**src/rtl/pi_error_sequencer.sv**
```systemverilog
// Error/integral update sequencer driving a shared sign-magnitude adder over its
// enable/finish handshake; clamps the integral to +/-LIMIT and normalises -0.
module pi_error_sequencer #(
    parameter int WIDTH   = 16,
    parameter int LIMIT   = 1000,
    parameter int TIMEOUT = 64
) (
    input  logic             clk_i,
    input  logic             reset_i,
    input  logic             start_i,
    input  logic             clear_i,
    input  logic [WIDTH-1:0] setpoint_i,
    input  logic [WIDTH-1:0] feedback_i,
    output logic             add_enable_o,
    output logic             add_summing_o,
    output logic [WIDTH-1:0] add_in1_o,
    output logic [WIDTH-1:0] add_in2_o,
    input  logic [WIDTH-1:0] add_result_i,
    input  logic             add_finish_i,
    output logic [WIDTH-1:0] error_o,
    output logic [WIDTH-1:0] integral_o,
    output logic             valid_o,
    output logic             busy_o,
    output logic             timeout_o
);
    localparam int CW = $clog2(TIMEOUT + 1);
    localparam logic [WIDTH-2:0] LIM_MAG = (WIDTH-1)'(LIMIT);

    typedef enum logic [3:0] {
        S_IDLE, S_E_ISSUE, S_E_WLO, S_E_WHI,
        S_I_ISSUE, S_I_WLO, S_I_WHI, S_CLAMP, S_DONE
    } state_t;

    state_t           r_state;
    state_t           w_state_next;
    logic [CW-1:0]    r_cnt;
    logic             r_timeout;
    logic             r_summing;
    logic [WIDTH-1:0] r_add_in1;
    logic [WIDTH-1:0] r_add_in2;
    logic [WIDTH-1:0] r_integral;
    logic [WIDTH-1:0] r_err_raw;
    logic [WIDTH-1:0] r_int_raw;
    logic [WIDTH-1:0] r_error_o;
    logic [WIDTH-1:0] r_integral_o;

    logic             w_start;
    logic             w_clear;
    logic             w_cap_err;
    logic             w_cap_int;
    logic             w_abort;
    logic             w_wait;
    logic             w_tmo;
    logic [WIDTH-2:0] w_int_mag;
    logic [WIDTH-1:0] w_int_norm;
    logic [WIDTH-1:0] w_err_norm;

    assign w_tmo = (r_cnt == CW'(TIMEOUT - 1));

    always_ff @(posedge clk_i or posedge reset_i) begin
        if (reset_i) begin
            r_state <= S_IDLE;
        end else begin
            r_state <= w_state_next;
        end
    end

    always_comb begin
        w_state_next = r_state;
        w_start      = 1'b0;
        w_clear      = 1'b0;
        w_cap_err    = 1'b0;
        w_cap_int    = 1'b0;
        w_abort      = 1'b0;
        w_wait       = 1'b0;
        case (r_state)
            S_IDLE: begin
                if (clear_i) begin
                    w_clear = 1'b1;
                end else if (start_i) begin
                    w_start      = 1'b1;
                    w_state_next = S_E_ISSUE;
                end
            end
            S_E_ISSUE: w_state_next = S_E_WLO;
            S_E_WLO, S_I_WLO: begin
                w_wait = 1'b1;
                if (!add_finish_i) begin
                    w_state_next = (r_state == S_E_WLO) ? S_E_WHI : S_I_WHI;
                end else if (w_tmo) begin
                    w_abort      = 1'b1;
                    w_state_next = S_IDLE;
                end
            end
            S_E_WHI, S_I_WHI: begin
                w_wait = 1'b1;
                if (add_finish_i) begin
                    w_cap_err    = (r_state == S_E_WHI);
                    w_cap_int    = (r_state == S_I_WHI);
                    w_state_next = (r_state == S_E_WHI) ? S_I_ISSUE : S_CLAMP;
                end else if (w_tmo) begin
                    w_abort      = 1'b1;
                    w_state_next = S_IDLE;
                end
            end
            S_I_ISSUE: w_state_next = S_I_WLO;
            S_CLAMP:   w_state_next = S_DONE;
            S_DONE:    w_state_next = S_IDLE;
            default:   w_state_next = S_IDLE;
        endcase
    end

    // Clamp magnitude first, then fold any zero magnitude to +0.
    assign w_int_mag  = (r_int_raw[WIDTH-2:0] > LIM_MAG) ? LIM_MAG : r_int_raw[WIDTH-2:0];
    assign w_int_norm = (w_int_mag == '0) ? '0 : {r_int_raw[WIDTH-1], w_int_mag};
    assign w_err_norm = (r_err_raw[WIDTH-2:0] == '0) ? '0 : r_err_raw;

    always_ff @(posedge clk_i or posedge reset_i) begin
        if (reset_i) begin
            r_cnt        <= '0;
            r_timeout    <= 1'b0;
            r_summing    <= 1'b0;
            r_add_in1    <= '0;
            r_add_in2    <= '0;
            r_integral   <= '0;
            r_err_raw    <= '0;
            r_int_raw    <= '0;
            r_error_o    <= '0;
            r_integral_o <= '0;
        end else begin
            // The counter restarts whenever a wait state is entered or left.
            if (w_wait && (w_state_next == r_state)) begin
                r_cnt <= r_cnt + 1'b1;
            end else begin
                r_cnt <= '0;
            end
            if (w_clear) begin
                r_integral <= '0;
            end
            if (w_start) begin
                r_add_in1 <= setpoint_i;
                r_add_in2 <= feedback_i;
                r_summing <= 1'b0;
                r_timeout <= 1'b0;
            end
            if (w_cap_err) begin
                r_err_raw <= add_result_i;
                r_add_in1 <= r_integral;
                r_add_in2 <= add_result_i;
                r_summing <= 1'b1;
            end
            if (w_cap_int) begin
                r_int_raw <= add_result_i;
            end
            if (r_state == S_CLAMP) begin
                r_integral   <= w_int_norm;
                r_integral_o <= w_int_norm;
                r_error_o    <= w_err_norm;
            end
            if (w_abort) begin
                r_timeout <= 1'b1;
            end
        end
    end

    assign add_enable_o  = (r_state == S_E_ISSUE) || (r_state == S_I_ISSUE);
    assign add_summing_o = r_summing;
    assign add_in1_o     = r_add_in1;
    assign add_in2_o     = r_add_in2;
    assign error_o       = r_error_o;
    assign integral_o    = r_integral_o;
    assign valid_o       = (r_state == S_DONE);
    assign busy_o        = (r_state != S_IDLE);
    assign timeout_o     = r_timeout;

endmodule
```
**config.mk**
```make
export PLATFORM = sky130hd
export DESIGN_NAME = pi_error_sequencer
export DESIGN_NICKNAME = d
export VERILOG_FILES = /design/src/rtl/pi_error_sequencer.sv
export SDC_FILE = /design/constraint.sdc
export NUM_CORES = 1
export LEC_CHECK = 0
export BUFFER_PORTS_ARGS = -buffer_cell sky130_fd_sc_hd__buf_2
export CAP_MARGIN = 15
export CORE_UTILIZATION = 27
export CTS_CLUSTER_SIZE = 40
export DETAILED_ROUTE_END_ITERATION = 8
export GPL_TIMING_DRIVEN = 1
export PLACE_DENSITY = 0.58
export SLEW_MARGIN = 20
export SYNTH_ARGS = -nofsm -noshare
export SYNTH_HDL_FRONTEND = slang
export SYNTH_SLANG_ARGS = --single-unit
```
**constraint.sdc**
```tcl
create_clock -name clk_i -period 6 [get_ports clk_i]
set_input_delay 1.2 -clock clk_i [delete_from_list [all_inputs] [get_ports clk_i]]
set_output_delay 1.2 -clock clk_i [all_outputs]
set_load 0.01 [all_outputs]
```
# Word level (Yosys, flattened, before mapping)
# Cells that the tools add are included.
# W data, S select, Z words.
word_totals:
  ff_bits: 125
  word_cells: 70
op_classes:
  n_addsub: 1
  magnitude_cmp: 1
  eq_ne: 10
  muxes: 35
  n_reduce_logical: 12
ops:
  columns: ["cell", "count"]
  rows:
  - ["$mux W16", 8]
  - ["$logic_not A15 Y1", 2]
  - ["$pmux W4 S6", 1]
  - ["$mux W4", 5]
  - ["$eq A4 B3 Y1 const B", 4]
  - ["$mux W1", 16]
  - ["$gt A15 B10 Y1 const B", 1]
  - ["$mux W15", 1]
  - ["$eq A4 B2 Y1 const B", 2]
  - ["$add A7 B1 Y7 const B", 1]
  - ["$eq A7 B6 Y1 const B", 1]
  - ["$mux W7", 1]
  - ["$reduce_bool A2 Y1", 3]
  - ["$eq A4 B1 Y1 const B", 1]
  - ["$eq A4 B4 Y1", 1]
  - ["$eq A4 B4 Y1 const B", 1]
  - ["$logic_not A4 Y1", 1]
  - ["$reduce_bool A4 Y1", 1]
  - ["$reduce_or A2 Y1", 2]
  - ["$reduce_or A4 Y1", 1]
  - ["$mux W3", 1]
  - ["$mux W2", 1]
  - ["$pmux W1 S2", 1]
  - ["$logic_and A1 B1 Y1", 1]
  - ["$logic_or A1 B1 Y1", 1]

# Depth between registers and ports, before layout
# Gate-level depths: netlist of the first run.
depth:
  word_depth: 7
  ltp_mapped: 7

# Least setup slack after synthesis of the first run
# OpenSTA, ideal clock, no wires.
synth_path:
  path_type: "in2reg"
  startpoint: "input port add_finish_i"
  endpoint: "register r_int_raw[0]"
  setup_ns: 0.125
  t_arrival_ns: 2.266
  slack_ns: 3.609
  cell_stages: 6
  path_buffers: 3
  path_cell_list: "buf_2 -> nand3b_1 -> nor2b_1 -> buf_2 -> buf_4 -> mux2_2"
synth_via:
  elab_chain_cells: 2
synth_rtl:
  columns: ["item", "line_no", "source"]
  rows:
  - ["start, declared", "19", "input logic add_finish_i,"]
  - ["$mux W1", "97", "if (add_finish_i) begin"]
  - ["$mux W1", "76", "case (r_state)"]
  - ["end signal, assigned", "153", "r_int_raw <= add_result_i;"]
  - ["end, declared", "43", "logic [WIDTH-1:0] r_int_raw;"]
# Every way passes these cells.
# A chain may end at the register's enable or synchronous reset.

# Worst setup path in the final report of the first run
layout_path:
  startpoint: "register r_state[2]"
  endpoint: "register r_integral[9]"
layout_via:
  elab_chain_cells: 3
  word_cells_on_any_way: 5
  classes_between: "1 x eq/ne; 2 x mux; 2 x reduce/logical"
layout_rtl:
  columns: ["item", "line_no", "source"]
  rows:
  - ["start, declared", "34", "state_t r_state;"]
  - ["start signal, assigned", "64", "r_state <= w_state_next;"]
  - ["$logic_not A4 Y1", "76", null]
  - ["$mux W1", "76", null]
  - ["$reduce_bool A2 Y1 (no line)", null, null]
  - ["end signal, assigned", "156", "r_integral <= w_int_norm;"]
  - ["end, declared", "41", "logic [WIDTH-1:0] r_integral;"]
# Parallel ways exist; a longest one is shown, timed or not.

==> results of run 1 <==
[layout by cell type, fill, tap and decap left out, types with 5 or more instances in the layout]
cell type	instances
a21oi_1	5
and2_1	5
buf_2	121
clkbuf_16	17
clkinv_2	5
dfrtp_1	125
mux2_2	15
mux2i_1	32
nand2_1	146
nand3_1	10
nor2_1	15
nor2b_1	7
nor4_1	5
o21ai_0	18
o21ai_1	38
[layer usage]
metal / wire (um) / up-vias / global-route usage [%]
met3: 608 / 4 / 4.348
met2: 6228 / 101 / 22.62
li1: - / 1914 / -
met5: 0 / - / 0
met4: 79 / 0 / 4.119
met1: 6294 / 1875 / 18.18
[worst max-delay path by stage]
stage	endpoint	slack, ns	depth (start not counted)
floorplan	add_in1_o[0]$_DFFE_PP0P_	1.47	1
global placement	r_integral[0]$_DFFE_PP0P_	2.95	5
detailed placement	r_integral[9]$_DFFE_PP0P_	2.91	5
CTS	r_integral[9]$_DFFE_PP0P_	2.88	5
global route	r_integral[5]$_DFFE_PP0P_	2.64	5
finish	r_integral[9]$_DFFE_PP0P_	2.97	5
[power groups by stage]
stage               clock (W)  sequential, W  combinational [W]
floorplan                   0        0.00144           0.000643
global placement            0        0.00143            0.00101
detailed placement          0        0.00143            0.00104
CTS                   0.00109        0.00142            0.00104
global route          0.00113        0.00147            0.00115
finish                0.00106        0.00142            0.00102
[registers in the layout, summed over array words and instances, names as in the netlist]
signal         cells
add_in1_o         16
add_in2_o         16
error_o           16
integral_o        16
r_err_raw         16
r_int_raw         16
r_integral        16
r_cnt              7
r_state            4
add_summing_o      1
timeout_o          1
[logic make-up (layout without fill, tap and decap cells)]
group,Yosys count,in the layout,synth area share (%)
multiplexers,47,47,9.368
buffers and inverters,31,162,3.498
adder cells (fa/ha/maj),1,1,0.2395
AO/OA/AOI/OAI,72,72,7.499
XOR/XNOR,5,5,0.8385
flip-flops,125,125,59.89
AND/OR/NAND/NOR,215,215,18.66
[cell type report]
type / instances / area, um^2
Clock buffer: 21 / 480.5
Clock inverter: 11 / 138.9
Fill cell: 1925 / 12180
Inverter: 6 / 27.53
Multi-Input combinational cell: 340 / 1919
Sequential cell: 125 / 3128
Tap cell: 260 / 325.3
Timing Repair Buffer: 124 / 628.1
[critical path, cell delays in order, from the launching register on]
cell and delay [ns]:
dfrtp_1 0.71, nand4_2 0.86, inv_2 0.80, a21oi_2 0.28, nand2_1 0.13, o21ai_0 0.08
[metrics by stage]
step	instance area (um^2)	hold slack, ns	setup WS [ns]
after floorplan	5223	0.4251	1.472
after CTS	6648	0.4540	2.881
after detailed placement	6028	0.4452	2.912
after global routing	6648	0.4881	2.639
final	6648	0.4559	2.971
after global placement	6028	0.4467	2.950
==> metrics.txt, run 1 <==
status finished clean; Die Width around 140 um; Critical Path Start Type flip-flop; Clock Path Buffers 2; worst reg-to-reg setup slack 2.97 ns; remaining antenna violation count 0; post-synthesis cell count around 500; sequential share of power between 40 and 50%; io pins 122; Final Max Slew Viols 0; Post-Route Utilization a little over a third; RSZ-0062 raised after global routing false; Fmax 330.1 MHz; clock share of power 30.3%; crit end category flip-flop; # setup viols final 0; R2R Path End r_integral[9]$_DFFE_PP0P_; count leader, synth nand2_1; Mapped Area 0.005223 mm^2; number of global-route vias before repair 3,799; # rows 50; Hold/Removal Path Class flip-flop to flip-flop; DR pass1 iterations 4; post-DP HPWL 9.093 mm; final period utilization 50.48%; FFs w/ async S/R, synth 100.0%; critical path type flip-flop to flip-flop; CTS tree yes; Inst Count DP approximately 860; layout cells sized above 1 29.35%; Final Hold Violating Endpoints 0; Initial Util 27.73%; # H-tree levels 4; die height about 140 um; synth unique cells 47; vias per cell 4.390; clock-pin slew on the worst setup and hold paths approximately 0.06 ns; EDFF count, synth 0; drt drc 0; max_cap viols 0; share of the synthesized area in the top cell type around 60%; hold endpoint r_cnt[0]$_DFF_PP0_; drt total wl 13.21 mm; CP Launch Point r_state[2]$_DFF_PP0_; Post-synth top cells nand2_1 (146), dfrtp_1 (125), o21ai_1 (38); clk_skew 0.006136 ns; postcts setup bufs 0; IO buf count 121; GRT Resource Usage Total between 10 and 15%; WL per Instance 14.89 um; min Tclk post-route between 3 and 4 ns; Register-to-Register Path Depth 5; Leak 3.466 nW; required time of the critical path 6.25 ns; P per Cell Area 526.7 mW/mm^2; sw power 0.001209 W; Seq cells post-synth about 130; clk sinks approximately 130; total CTS buffers 17; hold path start r_cnt[0]$_DFF_PP0_; total negative slack 0 ns; Synthesized Nets 550; CP max FO 33; area leader, netlist dfrtp_1; Int Power between 0.002 and 0.0025 W; Die Area 0.01990 mm^2; Layout Cells excl Fill 887; Avg Cell Area, Syn 10.53 um^2; VDD IR max around 260 uV; area delta synth->final 27.29%; DR vias slightly below 4,000; grt total ovfl 0; Hold Crit Depth 1; Initial DRC Count 164; relative slew slack 37.79%; initial antenna violation count 0; synth warn 0; CORE AREA 0.01883 mm^2; root buf cell clkbuf_16; n_diodes 0; worst slew pin tran 0.9309 ns; reg2reg start r_state[2]$_DFF_PP0_; first-pass GRT wire length 21.12 mm; clk_lat worst skew slightly above 0.4 ns; largest net degree at the start of global routing 66; post-synthesis sequential area ratio about three fifths; Combinational Power Share 29.1%; CTS resizes 0; Overall Power 0.003501 W; synth top area cells dfrtp_1 (60%), nand2_1 (10%), mux2i_1 (6.1%), o21ai_1 (3.6%), mux2_2 (3.2%); Critical Path AT 3.28 ns; final net count 668; hold_buf cts 0; switching share of power 34.53%; ys flop type dfrtp_1; GPL Wtd Cong 0.7802
No activity file was read; power rests on OpenSTA's default activity.
==> inputs of run 2 (changes only) <==
clock period = 3.1 ns   (was 6 ns; I/O delays follow)
==> run 2 against run 1 <==
  * Register-to-register slack worse by 1.9 ns
  * Worst setup slack got worse by 2.1 ns
  * Clock skew decreased by 0.00083 ns
  * Critical endpoint is now busy_o
  * Largest cell class unchanged
  * First-iteration DRC count up 15%
  * Sequential cell count unchanged
  * Global-route usage is 0.31 points lower
  * Total power increased by 92%
  * Critical path depth down 2
  * Final cell count is 0.45% higher
==> metrics.txt, run 2 (synthesis gave the netlist of run 1 again) <==
first-pass GRT wire length 20.59 mm; Critical Path AT 1.63 ns; total CTS buffers 17; Fmax ~440 MHz; remaining antenna violation count 0; # H-tree levels 4; hold_buf cts 0; # rows 50; P per Cell Area 1006 mW/mm^2; placed instance area just over 0.006 mm^2; Initial DRC Count 189; CP max FO 17; clk_lat worst skew 0.41 ns; IO buf count 121; commonest non-fill, non-tap cell in the layout nand2_1; GPL Wtd Cong 0.7742; max_cap viols 0; Initial Util between 20% and 30%; WL met2 about 5.6 mm; VDD IR max 423.5 uV; Leak around 3.5 nW; number of global-route vias before repair between 3,000 and 4,000; die height around 140 um; status finished clean; RSZ-0062 raised after global routing false; metal3 WL 641 um; root buf cell clkbuf_16; relative slew slack between 40 and 50%; Final Max Slew Viols 0; final period utilization just over 70%; CTS resizes 0; grt total ovfl 0; vias per cell ~4.3; crit end category primary output; Final Cell Area 0.006675 mm^2; final net count 672; commonest non-fill, non-tap cells in the layout nand2_1 (146), dfrtp_1 (125), buf_2 (121); postcts setup bufs 0; Hold/Removal Path Class primary input to asynchronous set/reset pin; Die Area 0.01990 mm^2; Critical Path Start Type flip-flop; n_diodes 0; DR top layer met4; largest net degree at the start of global routing 54; DR vias 3,855; post-DP HPWL 8.886 mm; # setup viols final 0; WL per Instance 14.33 um; CTS tree yes; Final Hold Violating Endpoints 0; io pins 122; required time of the critical path 2.48 ns; clock-pin slew on the worst setup and hold paths approximately 0.06 ns; area delta synth->final 27.82%; Die Width 141.1 um; GRT Resource Usage Total 13.78%; min Tclk post-route 2.253 ns; DR pass1 iterations 4; total negative slack 0 ns; met1 wire length 6.332 mm; layout cells sized above 1 29.16%; CORE AREA about 0.019 mm^2; clk_skew between 0.005 and 0.006 ns; clk sinks 125; worst slew pin tran 0.7901 ns; worst reg-to-reg setup slack 1.06 ns; drt total wl about 13 mm; initial antenna violation count 0; Clock Path Buffers 2; drt drc 0; critical path type flip-flop to primary output
run 2: final timing paths:
path / start / to / depth (start not counted)
worst min register to register: r_cnt[0]$_DFF_PP0_ / r_cnt[0]$_DFF_PP0_ / 1
worst min-delay path: reset_i / add_in1_o[14]$_DFFE_PP0P_ / 2
min in group clk_i: add_result_i[10] / r_err_raw[10]$_DFFE_PP0P_ / 3
worst max register to register: r_state[3]$_DFF_PP0_ / r_integral[3]$_DFFE_PP0P_ / 7
max in group asynchronous: reset_i / add_in2_o[2]$_DFFE_PP0P_ / 3
worst max-delay path: r_state[2]$_DFF_PP0_ / busy_o / 3
run 2: per-layer routing:
| layer | global-route usage [%] | vias to the layer above |
|---|---|---|
| met5 | 0 | - |
| met2 | 20.69 | 105 |
| li1 | - | 1918 |
| met1 | 19.02 | 1819 |
| met3 | 3.431 | 13 |
| met4 | 5.320 | 0 |
run 2: area by class of cell:
type | count | area [um^2]
fill | 1903 | 12160
sequential | 125 | 3128
multi-input combinational | 340 | 1917
timing repair buffer | 128 | 695.7
clock buffer | 20 | 436.7
tap | 260 | 325.3
clock inverter | 12 | 146.4
inverter | 6 | 26.28
run 2: critical path: stages (launching register included):
cell and delay (ns):
dfrtp_1 0.57, nor4_4 0.44, inv_1 0.07, buf_2 0.14
run 2: report_power, final:
| group | switching (W) | total (W) | leakage, nW | internal, W |
|---|---|---|---|---|
| Sequential | 0.000484 | 0.00275 | 1.60 | 0.00227 |
| Combinational | 0.00115 | 0.00199 | 1.59 | 0.000847 |
| Clock | 0.000713 | 0.00197 | 0.280 | 0.00126 |
run 2: through the flow:
step | instances | utilization (%) | setup slack (ns) | hold WS, ns | power (W)
final | 891 | 35.45 | 0.8468 | 0.3524 | 0.006718
after detailed placement | 859 | 32.35 | 1.082 | 0.4551 | 0.004804
after global routing | 891 | 35.45 | 0.7369 | 0.4028 | 0.007201
after CTS | 891 | 35.45 | 0.8045 | 0.3602 | 0.006818
after floorplan | 496 | - | 0.9407 | 0.4251 | 0.004033
after global placement | 859 | 32.35 | 1.097 | 0.4504 | 0.004782
